### src/rtl/pwl_muladd_float.sv
// Multi-cycle truncating float multiply-add y = m*data + c for the piecewise-linear activation.
// Optional: define PWL_ZERO_SLOPE_FASTPATH_EN to bypass the datapath when the slope is zero.
module pwl_muladd_float #(
    parameter int EXP_W = 8,
    parameter int MAN_W = 23
) (
    input  logic                   clk,
    input  logic                   rst_n,
    input  logic                   in_valid,
    output logic                   in_ready,
    input  logic [EXP_W+MAN_W:0]   data,
    input  logic [EXP_W+MAN_W:0]   m,
    input  logic [EXP_W+MAN_W:0]   c,
    output logic                   out_valid,
    input  logic                   out_ready,
    output logic [EXP_W+MAN_W:0]   y,
    output logic                   busy
);
    localparam int W   = 1 + EXP_W + MAN_W;
    localparam int MW  = MAN_W + 1;
    localparam int PW  = 2 * MW;
    localparam int EW  = EXP_W + 3;
    localparam int LZW = $clog2(MW + 1);

    localparam logic [EXP_W-1:0]    E_ONES = '1;
    localparam logic signed [EW-1:0] BIAS   = EW'((1 << (EXP_W - 1)) - 1);
    localparam logic signed [EW-1:0] EMAX   = EW'((1 << EXP_W) - 1);
    localparam logic signed [EW-1:0] SHMAX  = EW'(MAN_W + 3);
    localparam logic signed [EW-1:0] ONE_E  = EW'(1);
    localparam logic signed [EW-1:0] ZERO_E = '0;
    localparam logic [W-1:0]         NAN_W  = {1'b0, E_ONES, 1'b1, {(MAN_W-1){1'b0}}};
    localparam logic [W-2:0]         MAXMAG = {E_ONES - 1'b1, {MAN_W{1'b1}}};

    typedef enum logic [2:0] {S_IDLE, S_MUL, S_ALIGN, S_ADD, S_NORM, S_DONE} state_e;

    function automatic logic [EXP_W-1:0] exp_f(input logic [W-1:0] x);
        return x[W-2:MAN_W];
    endfunction

    function automatic logic [MAN_W-1:0] man_f(input logic [W-1:0] x);
        return x[MAN_W-1:0];
    endfunction

    state_e                 state_q, state_d;
    logic [W-1:0]           data_q, data_d, m_q, m_d, c_q, c_d, y_q, y_d;
    logic [PW-1:0]          prod_q, prod_d;
    logic signed [EW-1:0]   pe_q, pe_d, ae_q, ae_d;
    logic                   ps_q, ps_d, nan_q, nan_d, pzero_q, pzero_d;
    logic [MW-1:0]          a_mag_q, a_mag_d, b_mag_q, b_mag_d;
    logic                   sa_q, sa_d, sb_q, sb_d;
    logic [MW:0]            sum_q, sum_d;
    logic                   rs_q, rs_d, rzero_q, rzero_d;

    logic [MW-1:0]          mp, mc, man_n;
    logic signed [EW-1:0]   ep, ec, diff, e_n;
    logic [LZW-1:0]         lzc;
    logic                   unused_bits;

    // NOTE: every signal written here gets a default first so no path can infer a latch.
    always_comb begin
        state_d = state_q;
        data_d  = data_q;   m_d     = m_q;     c_d     = c_q;     y_d  = y_q;
        prod_d  = prod_q;   pe_d    = pe_q;    ps_d    = ps_q;
        nan_d   = nan_q;    pzero_d = pzero_q;
        a_mag_d = a_mag_q;  b_mag_d = b_mag_q; ae_d    = ae_q;
        sa_d    = sa_q;     sb_d    = sb_q;
        sum_d   = sum_q;    rs_d    = rs_q;    rzero_d = rzero_q;
        mp = '0; mc = '0; man_n = '0; ep = '0; ec = '0; diff = '0; e_n = '0; lzc = '0;

        case (state_q)
            S_IDLE: if (in_valid) begin
                data_d  = data;
                m_d     = m;
                c_d     = c;
                state_d = S_MUL;
            end
            S_MUL: begin
                prod_d  = PW'({1'b1, man_f(m_q)}) * PW'({1'b1, man_f(data_q)});
                pe_d    = $signed(EW'(exp_f(m_q))) + $signed(EW'(exp_f(data_q))) - BIAS;
                ps_d    = m_q[W-1] ^ data_q[W-1];
                nan_d   = (exp_f(m_q) == E_ONES) || (exp_f(data_q) == E_ONES) ||
                          (exp_f(c_q) == E_ONES);
                pzero_d = (exp_f(m_q) == '0) || (exp_f(data_q) == '0);
                state_d = S_ALIGN;
`ifdef PWL_ZERO_SLOPE_FASTPATH_EN
                if (exp_f(m_q) == '0) begin
                    y_d     = (exp_f(c_q) == E_ONES) ? NAN_W : c_q;
                    state_d = S_DONE;
                end
`endif
            end
            S_ALIGN: begin
                if (prod_q[PW-1]) begin
                    mp = prod_q[PW-1 -: MW];
                    ep = pe_q + ONE_E;
                end else begin
                    mp = prod_q[PW-2 -: MW];
                    ep = pe_q;
                end
                ec   = $signed(EW'(exp_f(c_q)));
                mc   = {1'b1, man_f(c_q)};
                sa_d = ps_q;
                sb_d = c_q[W-1];
                // A flushed-zero intercept must not steal the exponent from the product.
                if (exp_f(c_q) == '0) begin
                    a_mag_d = mp;
                    b_mag_d = '0;
                    ae_d    = ep;
                end else if (ep >= ec) begin
                    diff    = ep - ec;
                    a_mag_d = mp;
                    b_mag_d = (diff >= SHMAX) ? '0 : mc >> diff;
                    ae_d    = ep;
                end else begin
                    diff    = ec - ep;
                    a_mag_d = (diff >= SHMAX) ? '0 : mp >> diff;
                    b_mag_d = mc;
                    ae_d    = ec;
                end
                state_d = S_ADD;
            end
            S_ADD: begin
                if (sa_q == sb_q) begin
                    sum_d = {1'b0, a_mag_q} + {1'b0, b_mag_q};
                    rs_d  = sa_q;
                end else if (a_mag_q >= b_mag_q) begin
                    sum_d = {1'b0, a_mag_q - b_mag_q};
                    rs_d  = sa_q;
                end else begin
                    sum_d = {1'b0, b_mag_q - a_mag_q};
                    rs_d  = sb_q;
                end
                rzero_d = (sum_d == '0);
                state_d = S_NORM;
            end
            S_NORM: begin
                for (int i = 0; i < MW; i++) begin
                    if (sum_q[i]) lzc = LZW'(MW - 1 - i);
                end
                if (sum_q[MW]) begin
                    man_n = sum_q[MW:1];
                    e_n   = ae_q + ONE_E;
                end else begin
                    man_n = sum_q[MW-1:0] << lzc;
                    e_n   = ae_q - $signed({{(EW-LZW){1'b0}}, lzc});
                end
                if (nan_q)              y_d = NAN_W;
                else if (pzero_q)       y_d = c_q;
                else if (rzero_q)       y_d = '0;
                else if (e_n >= EMAX)   y_d = {rs_q, MAXMAG};
                else if (e_n <= ZERO_E) y_d = {rs_q, {(W-1){1'b0}}};
                else                    y_d = {rs_q, e_n[EXP_W-1:0], man_n[MAN_W-1:0]};
                state_d = S_DONE;
            end
            S_DONE: if (out_ready) state_d = S_IDLE;
            default: state_d = S_IDLE;
        endcase
    end

    // NOTE: state uses non-blocking assignments so every register samples pre-edge values.
    always_ff @(posedge clk or negedge rst_n) begin
        if (!rst_n) begin
            state_q <= S_IDLE;
            data_q  <= '0;  m_q     <= '0;  c_q     <= '0;  y_q  <= '0;
            prod_q  <= '0;  pe_q    <= '0;  ps_q    <= 1'b0;
            nan_q   <= 1'b0; pzero_q <= 1'b0;
            a_mag_q <= '0;  b_mag_q <= '0;  ae_q    <= '0;
            sa_q    <= 1'b0; sb_q   <= 1'b0;
            sum_q   <= '0;  rs_q    <= 1'b0; rzero_q <= 1'b0;
        end else begin
            state_q <= state_d;
            data_q  <= data_d;  m_q     <= m_d;     c_q     <= c_d;     y_q  <= y_d;
            prod_q  <= prod_d;  pe_q    <= pe_d;    ps_q    <= ps_d;
            nan_q   <= nan_d;   pzero_q <= pzero_d;
            a_mag_q <= a_mag_d; b_mag_q <= b_mag_d; ae_q    <= ae_d;
            sa_q    <= sa_d;    sb_q    <= sb_d;
            sum_q   <= sum_d;   rs_q    <= rs_d;    rzero_q <= rzero_d;
        end
    end

    // Truncated product bits and the hidden bit are dropped by design.
    assign unused_bits = ^{prod_q[PW-MW-2:0], man_n[MW-1]};

    assign in_ready  = (state_q == S_IDLE);
    assign busy      = (state_q != S_IDLE);
    assign out_valid = (state_q == S_DONE);
    assign y         = y_q;
endmodule
### config.mk
export PLATFORM = sky130hd
export DESIGN_NAME = pwl_muladd_float
export DESIGN_NICKNAME = d
export VERILOG_FILES = /design/src/rtl/pwl_muladd_float.sv
export SDC_FILE = /design/constraint.sdc
export NUM_CORES = 2
export LEC_CHECK = 0
export ABC_AREA = 0
export CAP_MARGIN = 20
export CORE_MARGIN = 4
export CORE_UTILIZATION = 60
export CTS_CLUSTER_DIAMETER = 40
export DETAILED_ROUTE_END_ITERATION = 6
export GPL_TIMING_DRIVEN = 0
export HOLD_SLACK_MARGIN = 0.05
export PLACE_DENSITY = 0.78
export SLEW_MARGIN = 20
export SYNTH_ARGS = -nofsm -noshare
export SYNTH_HDL_FRONTEND = slang
export SYNTH_SLANG_ARGS = --single-unit
export TNS_END_PERCENT = 5
### constraint.sdc
create_clock -name clk -period 13.2 [get_ports clk]
set_clock_uncertainty 0.05 [all_clocks]
set_input_delay 3.3 -clock clk [delete_from_list [all_inputs] [get_ports clk]]
set_output_delay 3.3 -clock clk [all_outputs]
set_load 0.03 [all_outputs]
==> metrics.txt <==
register area share after synthesis=17.22%; Die Area=~0.066 mm2; Inserted Diodes=0; Fillers=5124; insertion delay to the later sink of the worst-skew pair=roughly 0.62 ns; Worst EP required=13.61 ns; crit start category=flop; share of the synthesized area in the top cell type=a little over a quarter; fin crit share=70.09%; most frequent cell after synthesis=inv_1; outcome=complete, no violations; Post-synth EDFFs=0; layout cells sized above 1=5.585%; worst-case clock buffer depth=3; critical path fanouts, max=10; Non-Filler Instances=roughly 5400; RSZ-0062 raised after global routing=no; Final Hold Viols=0; asr flop ratio synth=100.0%; H-tree Lvls=2; f_max=around 0.11 GHz; syn_nets=5195; DR vias=about 34000; Starting Density=60.53%; DP Cell Count=around 5300; Post-Syn Instances=4323; fin area=approximately 0.042 mm2; critical path type=reg -> reg; Mean Syn Cell Area=roughly 8.6 um2; post-synthesis cell type count=between 90 and 100; GPL Wtd Cong=between 1 and 1.5; CTS resizes=0; root cell of the clock tree=clkbuf_16; Finish-stage setup viols=0; gr usage total=41.22%; initial antenna violation count=5; CP endpoint kind=flop; prevailing post-synth register cell=dfrtp_1; global-route wire length before repair=207.6 mm; drt drc=0; cts hold-fix bufs=0; dpl hpwl=about 110 mm; clk slew on worst S/H paths=0.06 ns; Reg area=about 0.0064 mm2; clock sinks=257; vias in the first global route=~35000; fin crit period=roughly 9 ns; final wirelength=136.7 mm; max cap viols=0; CTS tree=yes; TritonRoute pass-1 iters=6; post-CTS setup buffer count=0; grt ovf=0; # port buffers=134; Die Y-Extent=around 260 um; Hold Crit Class=reg -> reg; largest net degree at the start of global routing=93; FF+latch count, synth=257; Routed wire per std cell=25.38 um; number of DRC markers in iteration 0=3437; CP arrival=between 9 and 10 ns; vias per inst=around 6.2; row count=91; warnings from Yosys=0; largest cells by area after synthesis=fa_1, dfrtp_1, ha_1; CTS buffer count=49; # IOs=135; Synth area leader=fa_1; Routed Antenna Nets=0; footprint of the multi-input gates=0.02746 mm2; Synth Cell Area=0.03736 mm2; Rel. slew slack=23.46%; core box area=0.06171 mm2; synth cell count leaders=inv_1, nand2_1, fa_1; R2R Setup Slk=3.95 ns; area delta synth->final=11.43%; Max Transition Viols Final=0; fin nets=5383; Worst-Margin Slew=1.148 ns; Placement Cell Area=~0.040 mm2; Die W=approximately 260 um
worst paths after layout:
kind | start | end | depth (start not counted)
worst min-delay path | ps_q$_DFFE_PN0P_ | sa_q$_DFFE_PN0P_ | 2
min in group asynchronous | rst_n | b_mag_q[3]$_DFFE_PN0P_ | 1
worst max-delay path | m_q[10]$_DFFE_PN0P_ | prod_q[41]$_DFFE_PN0P_ | 26
worst max register to register | m_q[10]$_DFFE_PN0P_ | prod_q[41]$_DFFE_PN0P_ | 26
worst min register to register | ps_q$_DFFE_PN0P_ | sa_q$_DFFE_PN0P_ | 2
max in group asynchronous | rst_n | data_q[17]$_DFFE_PN0P_ | 3
sequential cells by signal, indices dropped and copies added (netlist names):
register	flops
sb_q	1
state_q	3
m_q	32
c_q	32
rzero_q	1
ae_q	11
rs_q	1
ps_q	1
pzero_q	1
sum_q	25
y	32
b_mag_q	24
sa_q	1
data_q	32
nan_q	1
pe_q	10
a_mag_q	24
prod_q	25
through the flow:
stage | setup WS, ns | hold WS (ns) | TNS, ns | utilization (%)
2_1_floorplan | 5.942 | 0.3886 | 0 | -
3_3_place_gp | -2.627 | 0.4038 | -663.83 | 64.41
3_5_place_dp | 4.180 | 0.4135 | 0 | 64.56
4_1_cts | 4.099 | 0.4249 | 0 | 67.44
5_1_grt | 3.677 | 0.4494 | 0 | 67.45
6_report | 3.949 | 0.4258 | 0 | 67.45
cell usage in the layout, fill, tap and decap left out, types with 38 or more instances in the layout:
cell,n
inv_1,659
clkbuf_1,210
a31oi_1,49
mux2i_1,95
nor2_1,201
and2_1,234
mux2_2,96
a21o_1,44
nand3_1,38
clkbuf_16,49
a21oi_1,186
xnor2_1,63
fa_1,488
dfrtp_1,257
ha_1,284
clkdlybuf4s50_1,133
o21ai_0,279
nand2_1,617
per-layer routing:
metal | track usage [%] | up-vias | wire [um]
met5 | 0 | - | 40
met4 | 28.79 | 6 | 12690
met3 | 8.365 | 620 | 12040
met2 | 67.04 | 1917 | 62810
met1 | 49.30 | 16540 | 49090
li1 | - | 14450 | -
layout make-up:
class                           instances  share of cell area (%)
Buffer                                247                   2.399
Clock buffer                           58                   3.147
Clock inverter                         30                   1.130
Inverter                              662                   5.970
Multi-Input combinational cell       3157                   65.96
Sequential cell                       257                   15.45
Tap cell                              837                   2.516
Timing Repair Buffer                  137                   3.433
kinds of logic after synthesis:
logic type / after synthesis / synth area share [%]
AND/OR/NAND/NOR: 1264 / 15.72
flip-flops: 257 / 17.22
AO/OA/AOI/OAI: 829 / 13.96
buffers and inverters: 909 / 9.324
XOR/XNOR: 93 / 2.201
multiplexers: 199 / 5.922
adder cells (fa/ha/maj): 772 / 35.66
worst max-delay path, stage by stage (launching register included):
cell	delay, ns
dfrtp_1	0.81
clkbuf_1	0.51
nand2_1	0.16
fa_1	0.56
inv_1	0.06
fa_1	0.53
inv_1	0.06
fa_1	0.49
fa_1	0.56
inv_1	0.05
fa_1	0.47
inv_1	0.08
fa_1	0.49
inv_1	0.05
fa_1	0.44
ha_1	0.32
a21o_1	0.19
a21o_1	0.21
a221oi_1	0.54
o211ai_1	0.49
a221o_1	0.54
a21o_1	0.24
a21o_1	0.22
a21oi_1	0.22
nor2_1	0.07
a2111oi_0	0.48
o21ai_0	0.16
Power is left out: the tool's default activity adds up to more than one toggle a clock period on the data nets, which glitch-free logic cannot reach.
